$ cat src/rtl/seq_always_stage14_pkg.sv
// Shared types for the stage-14 accumulate-and-buffer block: fold opcodes and FIFO occupancy states.
package seq_always_stage14_pkg;

    typedef enum logic [1:0] {
        PASS = 2'b00,
        OR   = 2'b01,
        XOR  = 2'b10,
        ADD  = 2'b11
    } fold_mode_e;

    typedef enum logic [1:0] {
        EMPTY   = 2'b00,
        PARTIAL = 2'b01,
        FULL    = 2'b10
    } fifo_state_e;

endpackage

$ cat src/rtl/seq_always_stage14_fold_alu.sv
// Combinational fold of the incoming value into the accumulator base; zero latency, no handshake.
module seq_always_stage14_fold_alu
    import seq_always_stage14_pkg::*;
#(
    parameter int WIDTH = 4
) (
    input  fold_mode_e       mode,
    input  logic [WIDTH-1:0] acc_base,
    input  logic [WIDTH-1:0] in_data,
    output logic [WIDTH-1:0] fold
);

    always_comb begin
        fold = in_data;
        case (mode)
            PASS:    fold = in_data;
            OR:      fold = acc_base | in_data;
            XOR:     fold = acc_base ^ in_data;
            // Carry out of the top bit is dropped: result is modulo 2^WIDTH.
            ADD:     fold = acc_base + in_data;
            default: fold = in_data;
        endcase
    end

endmodule

$ cat src/rtl/seq_always_stage14_accum_fifo.sv
// Folds each accepted value into a running accumulator and queues the result in a DEPTH-entry FIFO.
// One-cycle push-to-head latency (no bypass); in_ready drops only when full and ignores out_ready.
module seq_always_stage14_accum_fifo
    import seq_always_stage14_pkg::*;
#(
    parameter  int WIDTH = 4,
    parameter  int DEPTH = 4,
    localparam int CW    = $clog2(DEPTH + 1)
) (
    input  logic             clk,
    input  logic             rst,
    input  logic             clear,
    input  logic [1:0]       mode,
    input  logic             in_valid,
    output logic             in_ready,
    input  logic [WIDTH-1:0] in_data,
    output logic             out_valid,
    input  logic             out_ready,
    output logic [WIDTH-1:0] out_data,
    output logic [CW-1:0]    count,
    output logic             drop_seen
);

    localparam int PW = $clog2(DEPTH);

    fifo_state_e      state_q, state_d;
    logic [PW-1:0]    rd_ptr_q, rd_ptr_d;
    logic [PW-1:0]    wr_ptr_q, wr_ptr_d;
    logic [CW-1:0]    count_q, count_d;
    logic [WIDTH-1:0] acc_q, acc_d;
    logic             drop_q, drop_d;
    logic [WIDTH-1:0] mem [DEPTH];

    logic             push, pop;
    logic [WIDTH-1:0] acc_base, fold;

    assign in_ready  = (state_q != FULL);
    assign out_valid = (state_q != EMPTY);
    assign out_data  = mem[rd_ptr_q];
    assign count     = count_q;
    assign drop_seen = drop_q;

    assign push     = in_valid & in_ready;
    assign pop      = out_valid & out_ready;
    assign acc_base = clear ? '0 : acc_q;

    seq_always_stage14_fold_alu #(
        .WIDTH (WIDTH)
    ) u_fold_alu (
        .mode     (fold_mode_e'(mode)),
        .acc_base (acc_base),
        .in_data  (in_data),
        .fold     (fold)
    );

    always_comb begin
        state_d = state_q;
        case (state_q)
            EMPTY: begin
                if (push) state_d = PARTIAL;
            end
            PARTIAL: begin
                if (pop && !push && count_q == CW'(1))
                    state_d = EMPTY;
                else if (push && !pop && count_q == CW'(DEPTH - 1))
                    state_d = FULL;
            end
            FULL: begin
                if (pop) state_d = PARTIAL;
            end
            default: state_d = EMPTY;
        endcase
    end

    always_comb begin
        rd_ptr_d = pop  ? rd_ptr_q + PW'(1) : rd_ptr_q;
        wr_ptr_d = push ? wr_ptr_q + PW'(1) : wr_ptr_q;

        count_d = count_q;
        if (push && !pop)
            count_d = count_q + CW'(1);
        else if (pop && !push)
            count_d = count_q - CW'(1);

        acc_d = acc_q;
        if (push)
            acc_d = fold;
        else if (clear)
            acc_d = '0;

        // clear takes priority over a same-cycle drop.
        drop_d = drop_q;
        if (clear)
            drop_d = 1'b0;
        else if (in_valid && !in_ready)
            drop_d = 1'b1;
    end

    always_ff @(posedge clk or posedge rst) begin
        if (rst) begin
            state_q  <= EMPTY;
            rd_ptr_q <= '0;
            wr_ptr_q <= '0;
            count_q  <= '0;
            acc_q    <= '0;
            drop_q   <= 1'b0;
        end else begin
            state_q  <= state_d;
            rd_ptr_q <= rd_ptr_d;
            wr_ptr_q <= wr_ptr_d;
            count_q  <= count_d;
            acc_q    <= acc_d;
            drop_q   <= drop_d;
        end
    end

    always_ff @(posedge clk) begin
        if (push) mem[wr_ptr_q] <= fold;
    end

endmodule

$ cat config.mk
export PLATFORM = sky130hd
export DESIGN_NAME = seq_always_stage14_accum_fifo
export DESIGN_NICKNAME = d
export VERILOG_FILES = /design/src/rtl/seq_always_stage14_pkg.sv /design/src/rtl/seq_always_stage14_fold_alu.sv /design/src/rtl/seq_always_stage14_accum_fifo.sv
export SDC_FILE = /design/constraint.sdc
export NUM_CORES = 1
export LEC_CHECK = 0
export ABC_CLOCK_PERIOD_IN_PS = 4100
export CAP_MARGIN = 40
export CORE_MARGIN = 10
export CORE_UTILIZATION = 40
export DETAILED_ROUTE_END_ITERATION = 12
export PLACE_DENSITY_LB_ADDON = 0.3
export SKIP_CTS_REPAIR_TIMING = 1
export SYNTH_ARGS = -nofsm -noshare
export SYNTH_HDL_FRONTEND = slang
export SYNTH_SLANG_ARGS = --single-unit
export TNS_END_PERCENT = 1
$ cat constraint.sdc
create_clock -name clk -period 4.1 [get_ports clk]
set_input_delay 0.615 -clock clk [delete_from_list [all_inputs] [get_ports clk]]
set_output_delay 0.615 -clock clk [all_outputs]
set_load 0.01 [all_outputs]
==> flow_metrics.tcl, run 1 <==
set metrics [dict create \
    tightest_slew_ns 0.5749 \
    critPathMaxFanout 5 \
    synth-edff-count 16 \
    required_ns 4.26 \
    drtIter0Drc 42 \
    hold_viol 0 \
    hp-start "state_q[0]" \
    instances_no_fill 212 \
    numCtsBuffers 5 \
    finalSetupViolCount 0 \
    rsz0062_at_grt "no" \
    rows 23 \
    holdPathStages 1 \
    die_h_um 84.28 \
    synth_top_area_share_pct 29.07 \
    antenna_cells 0 \
    vias 1086 \
    synth.area.mux_share_pct 8.327 \
    hold_end "state_q[0]" \
    cp_cell_sequence "clkdlybuf4s50_1, nor2b_1, ha_1, fa_1, mux4_2, mux2_4" \
    yosysTopAreaCell "edfxtp_1" \
    yosys_warnings 0 \
    via_per_inst 5.123 \
    antenna_found_initial 0 \
    cts_tree "done" \
    area_growth_pct 23.47 \
    grt_max_degree 15 \
    dominantRegCellSynth "edfxtp_1" \
    hpwlAfterDp_mm 2.456 \
    cts_max_level 2 \
    ys_seq_elements 30 \
    skew_ns 0.004269 \
    grt_pass1_wl_mm 5.375 \
    worst-path-buf-inv 1 \
    ant_nets 0 \
    die_area_um2 7103 \
    peakVddDrop_mv 0.3327 \
    status "complete, no violations" \
    netlist_area_um2 1653 \
    synth-simple-area-share_pct 10.67 \
    arrival_ns 2.77 \
    path_class "primary input to register" \
    fin_nets 190 \
    clockBufferDepth 2 \
    drive_gt1_share_pct 10.49 \
    port_buffers 20 \
    core_um2 4000 \
    drv_slew 0 \
    initial_core_util_pct 41.32 \
    synth-compound-area-share_pct 8.857 \
    maxCapViolCount 0 \
    synth_top_family_by_area "adder cells" \
    grt_use_total_pct 9.316 \
    endpoint_kind "register" \
    reg2regPathDepth 5 \
    yosysSeqAreaShare_pct 50.26 \
    async_reset_ff_share_pct 46.67 \
    syn_avg_cell_area_um2 11.98 \
    fin_crit_ns 2.611 \
    ys_types 34 \
    r2r-start "acc_q[0]" \
    grt_pass1_vias 1149 \
    dpl.cell_count 204 \
    clk_pin_slew_ns 0.06 \
    drtPass1Iterations 4 \
    timing.fmax_ghz 0.3830 \
    place.gp.congestion 0.8767 \
    overflow 0 \
    synthCells 138 \
    relSlewSlack_pct 61.63 \
    start_kind "primary input" \
    pin_count 21 \
    r2r_end "acc_q[1]" \
    yosys-top-cells-area "edfxtp_1 29%, dfrtp_1 21%, ha_1 13%" \
    clockRootBuffer "clkbuf_8" \
    wl_mm 3.122 \
    setup_tns_ns 0 \
    synthAdderAreaFrac_pct 14.08 \
    wire_per_inst_um 14.73 \
    drc 0 \
    syn_nets 167 \
    die_x_um 84.28 \
    synthXorXnorAreaFrac_pct 2.650 \
    p_per_area_nw_per_um2 619.3 \
    cp.depth 6 \
    cts_sinks 30 \
    crit_path_start "clear" \
    r2r_slack_ns 1.99 \
    period_share_pct 63.68 \
    hp-class "register to register" \
    total_leakage_power_nw 0.9000 \
    insertion_delay_ns 0.28 \
    cp_slowest_cell "mux4_2" \
    critPathTopFamily "multiplexers" \
    slowest_delay_ns 0.53 \
]
layer usage:
metal | track usage, % | vias to the layer above | part of all wire [%]
met1 | 10.37 | 535 | 45
li1 | - | 530 | -
met3 | 4.638 | 2 | 6.1
met4 | 2.283 | 0 | 0.13
met2 | 15.49 | 19 | 48
met5 | 0 | - | 0
how the worst max path moves through the flow:
| stage | end | slack [ns] |
|---|---|---|
| 6_report | acc_q[1] | 1.49 |
| 3_3_place_gp | acc_q[1] | 1.27 |
| 3_5_place_dp | acc_q[1] | 1.21 |
| 5_1_grt | acc_q[1] | 1.41 |
| 4_1_cts | acc_q[1] | 1.50 |
| 2_1_floorplan | acc_q[1] | 1.84 |
placed cells by master (no fill, tap or decap), drive strengths merged, types with 2 or more instances in the layout:
master         Yosys  routed
and3               4       4
mux4               5       5
nand2             10      10
clkdlybuf4s50      0      20
nor2b              2       2
xor2               2       2
a21o               2       2
or2                2       2
ha                17      17
a21oi              4       4
xnor2              3       3
inv               18      18
a31oi              3       3
nand3              4       4
bufinv             0       2
o21ai              4       4
edfxtp            16      16
nand2b             5       5
dfrtp             14      14
o22ai              2       2
clkbuf             2       6
nor2               4       4
cell families after synthesis:
family | after synthesis
xor gates and xnor gates | 5
and+or+nand+nor | 34
DFF | 30
muxes | 7
adders and majority gates | 18
AOI/OAI and AO/OA | 22
buffers and inverters | 22
cells in the mapped netlist (all sizes together) (2+ instances only):
master and instances:
mux4 5, and3 4, or2 2, nor2 4, edfxtp 16, buf 2
nand3 4, a21oi 4, inv 18, xor2 2, a31oi 3, clkbuf 2
a21o 2, o21ai 4, nor2b 2, o22ai 2, nand2 10, nand2b 5
ha 17, xnor2 3, dfrtp 14
flip-flops by register name (all words and copies together), names as in the netlist:
name,flops
acc_q,4
count,3
drop_seen,1
mem,16
rd_ptr_q,2
state_q,2
wr_ptr_q,2
metrics by stage:
stage | instance area, µm² | hold slack, ns | total power (W) | worst slack, ns | util, %
3_3_place_gp | 1898 | 0.4711 | 0.0009002 | 1.274 | 47.45
3_5_place_dp | 1898 | 0.4765 | 0.0009136 | 1.208 | 47.45
4_1_cts | 2041 | 0.4916 | 0.001286 | 1.504 | 51.02
6_report | 2041 | 0.4984 | 0.001264 | 1.489 | 51.02
5_1_grt | 2041 | 0.5179 | 0.001355 | 1.414 | 51.02
2_1_floorplan | 1653 | 0.4499 | 0.0007404 | 1.837 | -
final cells by class:
type	count	area, µm²
fill	362	1959
clock buffer	6	82.58
clock inverter	2	60.06
sequential	30	830.8
timing repair buffer	20	200.2
inverter	18	67.56
tap	50	62.56
multi-input combinational	86	737.0
where the power goes:
| group | leakage [nW] | total [W] | switching [W] | internal, W |
|---|---|---|---|---|
| clock | 0.0714 | 0.000366 | 0.000107 | 0.000259 |
| combinational | 0.511 | 0.000424 | 0.000192 | 0.000232 |
| sequential | 0.317 | 0.000475 | 0.0000661 | 0.000408 |
Note: power is estimated with default switching activity, not from simulation.
==> run 2, diff against run 1 <==
--- a/config.mk
+++ b/config.mk
@@ -5,7 +5,7 @@
 export SDC_FILE = /design/constraint.sdc
 export NUM_CORES = 1
 export LEC_CHECK = 0
-export ABC_CLOCK_PERIOD_IN_PS = 4100
+export ABC_CLOCK_PERIOD_IN_PS = 2200
 export CAP_MARGIN = 40
 export CORE_MARGIN = 10
 export CORE_UTILIZATION = 40
==> constraint.sdc (replaced) <==
create_clock -name clk -period 2.2 [get_ports clk]
set_input_delay 0.33 -clock clk [delete_from_list [all_inputs] [get_ports clk]]
set_output_delay 0.33 -clock clk [all_outputs]
set_load 0.01 [all_outputs]
==> run 2 against run 1 <==
Sequential cell count unchanged. First-iteration DRC count is 76% higher. Cell area increased by 5.1%. Critical path type unchanged. Largest power group unchanged. Highest routed layer unchanged.
==> flow_metrics.tcl, run 2 (synthesized netlist as in run 1, its figures left out) <==
set metrics [dict create \
    endpoint_kind "register" \
    grt_pass1_vias 1231 \
    postLayoutCellArea_um2 2145 \
    die_area_um2 7103 \
    fillers 338 \
    drive_gt1_share_pct 18.86 \
    antenna_cells 0 \
    core_um2 4000 \
    arrival_ns 2.34 \
    finalPower_w 0.002392 \
    port_buffers 20 \
    antenna_found_initial 0 \
    peakVddDrop_mv 0.6629 \
    ant_nets 0 \
    relSlewSlack_pct 62.28 \
    fin_nets 203 \
    grt_max_degree 15 \
    p_clk_share_pct 28.5 \
    p_sw_w 0.0006851 \
    wire_per_inst_um 14.85 \
    finalSetupViolCount 0 \
    hpwlAfterDp_mm 2.645 \
    total_leakage_power_nw 0.9601 \
    p_comb_share_pct 34.5 \
    preCtsSetupSlack_ns -0.3046 \
    drtIter0Drc 74 \
    overflow 0 \
    tightest_slew_ns 0.5652 \
    grt_pass1_wl_mm 5.789 \
    timing.fmax_ghz 0.4600 \
    period_share_pct 98.81 \
    final_cell_mix "20 x clkdlybuf4s50_1, 18 x inv_1, 16 x ha_1, 16 x edfxtp_1" \
    largest_register_ff_count 16 \
    area_growth_pct 29.75 \
    clk_pin_slew_ns 0.06 \
    die_h_um 84.28 \
    initial_core_util_pct 41.32 \
    numCtsBuffers 5 \
    hold_ws_ns 0.4084 \
    hold_viol 0 \
    required_ns 2.36 \
    pin_count 21 \
    drv_slew 0 \
    path_class "primary input to register" \
    switching_share_pct 28.65 \
    status "complete, no violations" \
    die_x_um 84.28 \
    wl_mm 3.342 \
    insertion_delay_ns 0.28 \
    grt_use_total_pct 10.04 \
    cts_max_level 2 \
    vias 1133 \
    start_kind "primary input" \
    rows 23 \
    clockRootBuffer "clkbuf_8" \
    place.gp.congestion 0.7508 \
    layout_commonest_cell "clkdlybuf4s50_1" \
    critPathMaxFanout 5 \
    skew_ns 0.005219 \
    cts_tree "done" \
    fin_crit_ns 2.174 \
    p_per_area_nw_per_um2 1115 \
    layout_setup_ws_ns 0.02618 \
    drtPass1Iterations 4 \
    top_register "mem" \
    internal_power_w 0.001706 \
    place_area_um2 1996 \
    clockBufferDepth 2 \
    fin_util_pct 53.61 \
    via_per_inst 5.036 \
    hp-class "primary input to asynchronous set/reset pin" \
    drc 0 \
    rsz0062_at_grt "yes" \
    maxCapViolCount 0 \
    cts_sinks 30 \
    seqPwrFrac_pct 37.0 \
]
-- run 2: worst max-delay path, cell delays in order --
cell             delay, ns
clkdlybuf4s50_1       0.45
nor2b_2               0.16
ha_2                  0.20
fa_1                  0.40
mux4_2                0.53
mux2_4                0.27
-- run 2: worst paths after layout --
kind	from	to	slack, ns	cells past startpoint
min in group clk	state_q[0]	state_q[0]	0.49	1
worst min register to register	state_q[0]	state_q[0]	0.49	1
max in group asynchronous	rst	rd_ptr_q[0]	1.39	2
worst min-delay path	rst	acc_q[0]	0.41	2
worst max-delay path	clear	acc_q[1]	0.03	6
worst max register to register	acc_q[0]	acc_q[1]	0.16	5
-- run 2: power groups by stage --
stage	Combinational [W]	Clock, W	Sequential (W)
2_1_floorplan	0.000524	0	0.000856
3_3_place_gp	0.000814	0	0.000891
3_5_place_dp	0.000839	0	0.000897
4_1_cts	0.000845	0.000702	0.000889
5_1_grt	0.000930	0.000729	0.000913
6_report	0.000825	0.000682	0.000884
-- run 2: per-stage QoR --
step | instances | TNS, ns
finish | 225 | 0
CTS | 225 | -0.1028
floorplan | 138 | 0
global route | 225 | -0.04656
global placement | 217 | -0.9973
detailed placement | 217 | -1.584
-- run 2: final cells by class --
type	count	area (µm²)	share of cell area (%)
Sequential cell	30	832.0	38.80
Multi-Input combinational cell	86	742.0	34.60
Timing Repair Buffer	33	297.8	13.89
Clock buffer	6	82.58	3.851
Inverter	18	67.56	3.151
Tap cell	50	62.56	2.917
Clock inverter	2	60.06	2.800
-- run 2: per-layer routing --
layer / up-vias / wire, µm / track usage, %
met2: 23 / 1662 / 16.74
met1: 545 / 1441 / 10.98
met5: - / 0 / 0
met4: 0 / 55 / 4.414
met3: 7 / 183 / 4.058
li1: 558 / - / -
==> run 3, diff against run 2 <==
--- a/config.mk
+++ b/config.mk
@@ -12,6 +12,7 @@
 export DETAILED_ROUTE_END_ITERATION = 12
 export PLACE_DENSITY_LB_ADDON = 0.3
 export SKIP_CTS_REPAIR_TIMING = 1
+export SKIP_LAST_GASP = 1
 export SYNTH_ARGS = -nofsm -noshare
 export SYNTH_HDL_FRONTEND = slang
 export SYNTH_SLANG_ARGS = --single-unit
==> run 3 against run 2 <==
The flow now finishes with violations (setup timing). Critical path depth unchanged. Clock power about the same. Routed wire length is 0.30% higher. Count of clock-buffer cells in the layout is the same.
==> flow_metrics.tcl, run 3 (synthesized netlist as in run 1, its figures left out) <==
set metrics [dict create \
    clockRootBuffer "clkbuf_8" \
    cts_tree "done" \
    hold_viol 0 \
    start_kind "primary input" \
    violations "setup timing" \
    grt_max_degree 15 \
    layout_setup_ws_ns -0.004107 \
    via_per_inst 5.044 \
    fin_crit_ns 2.204 \
    arrival_ns 2.37 \
    finalSetupViolCount 1 \
    hp-class "primary input to asynchronous set/reset pin" \
    p_per_area_nw_per_um2 1118 \
    clockBufferDepth 2 \
    status "complete, but fails checks" \
    relSlewSlack_pct 62.34 \
    core_um2 4000 \
    path_class "primary input to register" \
    top_register "mem" \
    fin_nets 203 \
    die_area_um2 7103 \
    hpwlAfterDp_mm 2.645 \
    numCtsBuffers 5 \
    dpl.cell_count 217 \
    cts_max_level 2 \
    peakVddDrop_mv 0.6631 \
    hold_ws_ns 0.4081 \
    final_cell_mix "20 x clkdlybuf4s50_1, 18 x inv_1, 17 x ha_1" \
    r2r_end "acc_q[1]" \
    drv_slew 0 \
    place.gp.congestion 0.7508 \
    antenna_cells 0 \
    vias 1135 \
    drc 0 \
    grt_pass1_vias 1231 \
    endpoint_kind "register" \
    wire_per_inst_um 14.90 \
    largest_register_ff_count 16 \
    place_area_um2 1996 \
    drtPass1Iterations 4 \
    port_buffers 20 \
    tightest_slew_ns 0.5642 \
    clk_pin_slew_ns 0.06 \
    grt_use_total_pct 10.04 \
    die_h_um 84.28 \
    grt_pass1_wl_mm 5.789 \
    die_x_um 84.28 \
    crit_path_start "clear" \
    postLayoutCellArea_um2 2140 \
    insertion_delay_ns 0.28 \
    pin_count 21 \
    critPathMaxFanout 5 \
    antenna_found_initial 0 \
    skew_ns 0.004773 \
    period_share_pct 100.2 \
    total_leakage_power_nw 0.9611 \
    rows 23 \
    drtIter0Drc 74 \
    r2r_slack_ns 0.14 \
    reg2regPathDepth 5 \
    required_ns 2.36 \
    ant_nets 0 \
    rsz0062_at_grt "yes" \
    cts_sinks 30 \
    instances_no_fill 225 \
    initial_core_util_pct 41.32 \
    drive_gt1_share_pct 17.71 \
    wl_mm 3.352 \
    preCtsSetupSlack_ns -0.3046 \
    maxCapViolCount 0 \
    setup_tns_ns -0.004107 \
    area_growth_pct 29.45 \
    layout_commonest_cell "clkdlybuf4s50_1" \
    timing.fmax_ghz 0.4537 \
    r2r-start "acc_q[0]" \
    overflow 0 \
]
==> run 3: report_power, final <==
part	internal, W	switching (W)
combinational	0.000460	0.000366
clock	0.000483	0.000199
sequential	0.000763	0.000121
total	0.00171	0.000685
==> run 3: worst max-delay path, stage by stage <==
cell and delay (ns):
clkdlybuf4s50_1 0.44, nor2b_1 0.17, ha_1 0.21, fa_1 0.41
mux4_2 0.53, mux2_4 0.27
==> run 3: worst max-delay path by stage <==
stage               depth (start not counted)           to
floorplan                                   5     acc_q[1]
CTS                                         2  out_data[2]
global placement                            6     acc_q[1]
finish                                      6     acc_q[1]
global route                                6     acc_q[1]
detailed placement                          6     acc_q[1]
==> run 3: stage by stage <==
| step | util, % | power (W) |
|---|---|---|
| 2_1_floorplan | - | 0.001380 |
| 3_3_place_gp | 49.89 | 0.001705 |
| 3_5_place_dp | 49.89 | 0.001736 |
| 4_1_cts | 53.46 | 0.002436 |
| 5_1_grt | 53.49 | 0.002571 |
| 6_report | 53.49 | 0.002391 |
==> run 3: cell type report <==
| type | instances | area (µm²) |
|---|---|---|
| fillers | 340 | 1861 |
| flip-flops and latches | 30 | 832.0 |
| multi-input cells | 86 | 737.0 |
| repair buffers | 33 | 297.8 |
| clock buffers | 6 | 82.58 |
| inverters | 18 | 67.56 |
| well taps | 50 | 62.56 |
| clock inverters | 2 | 60.06 |
==> run 3: per-layer routing <==
layer	share of wire (%)	wire, µm	track usage [%]
met2	50	1669	16.74
met4	1.6	55	4.414
met1	43	1438	10.98
met3	5.6	188	4.058
met5	0	0	0
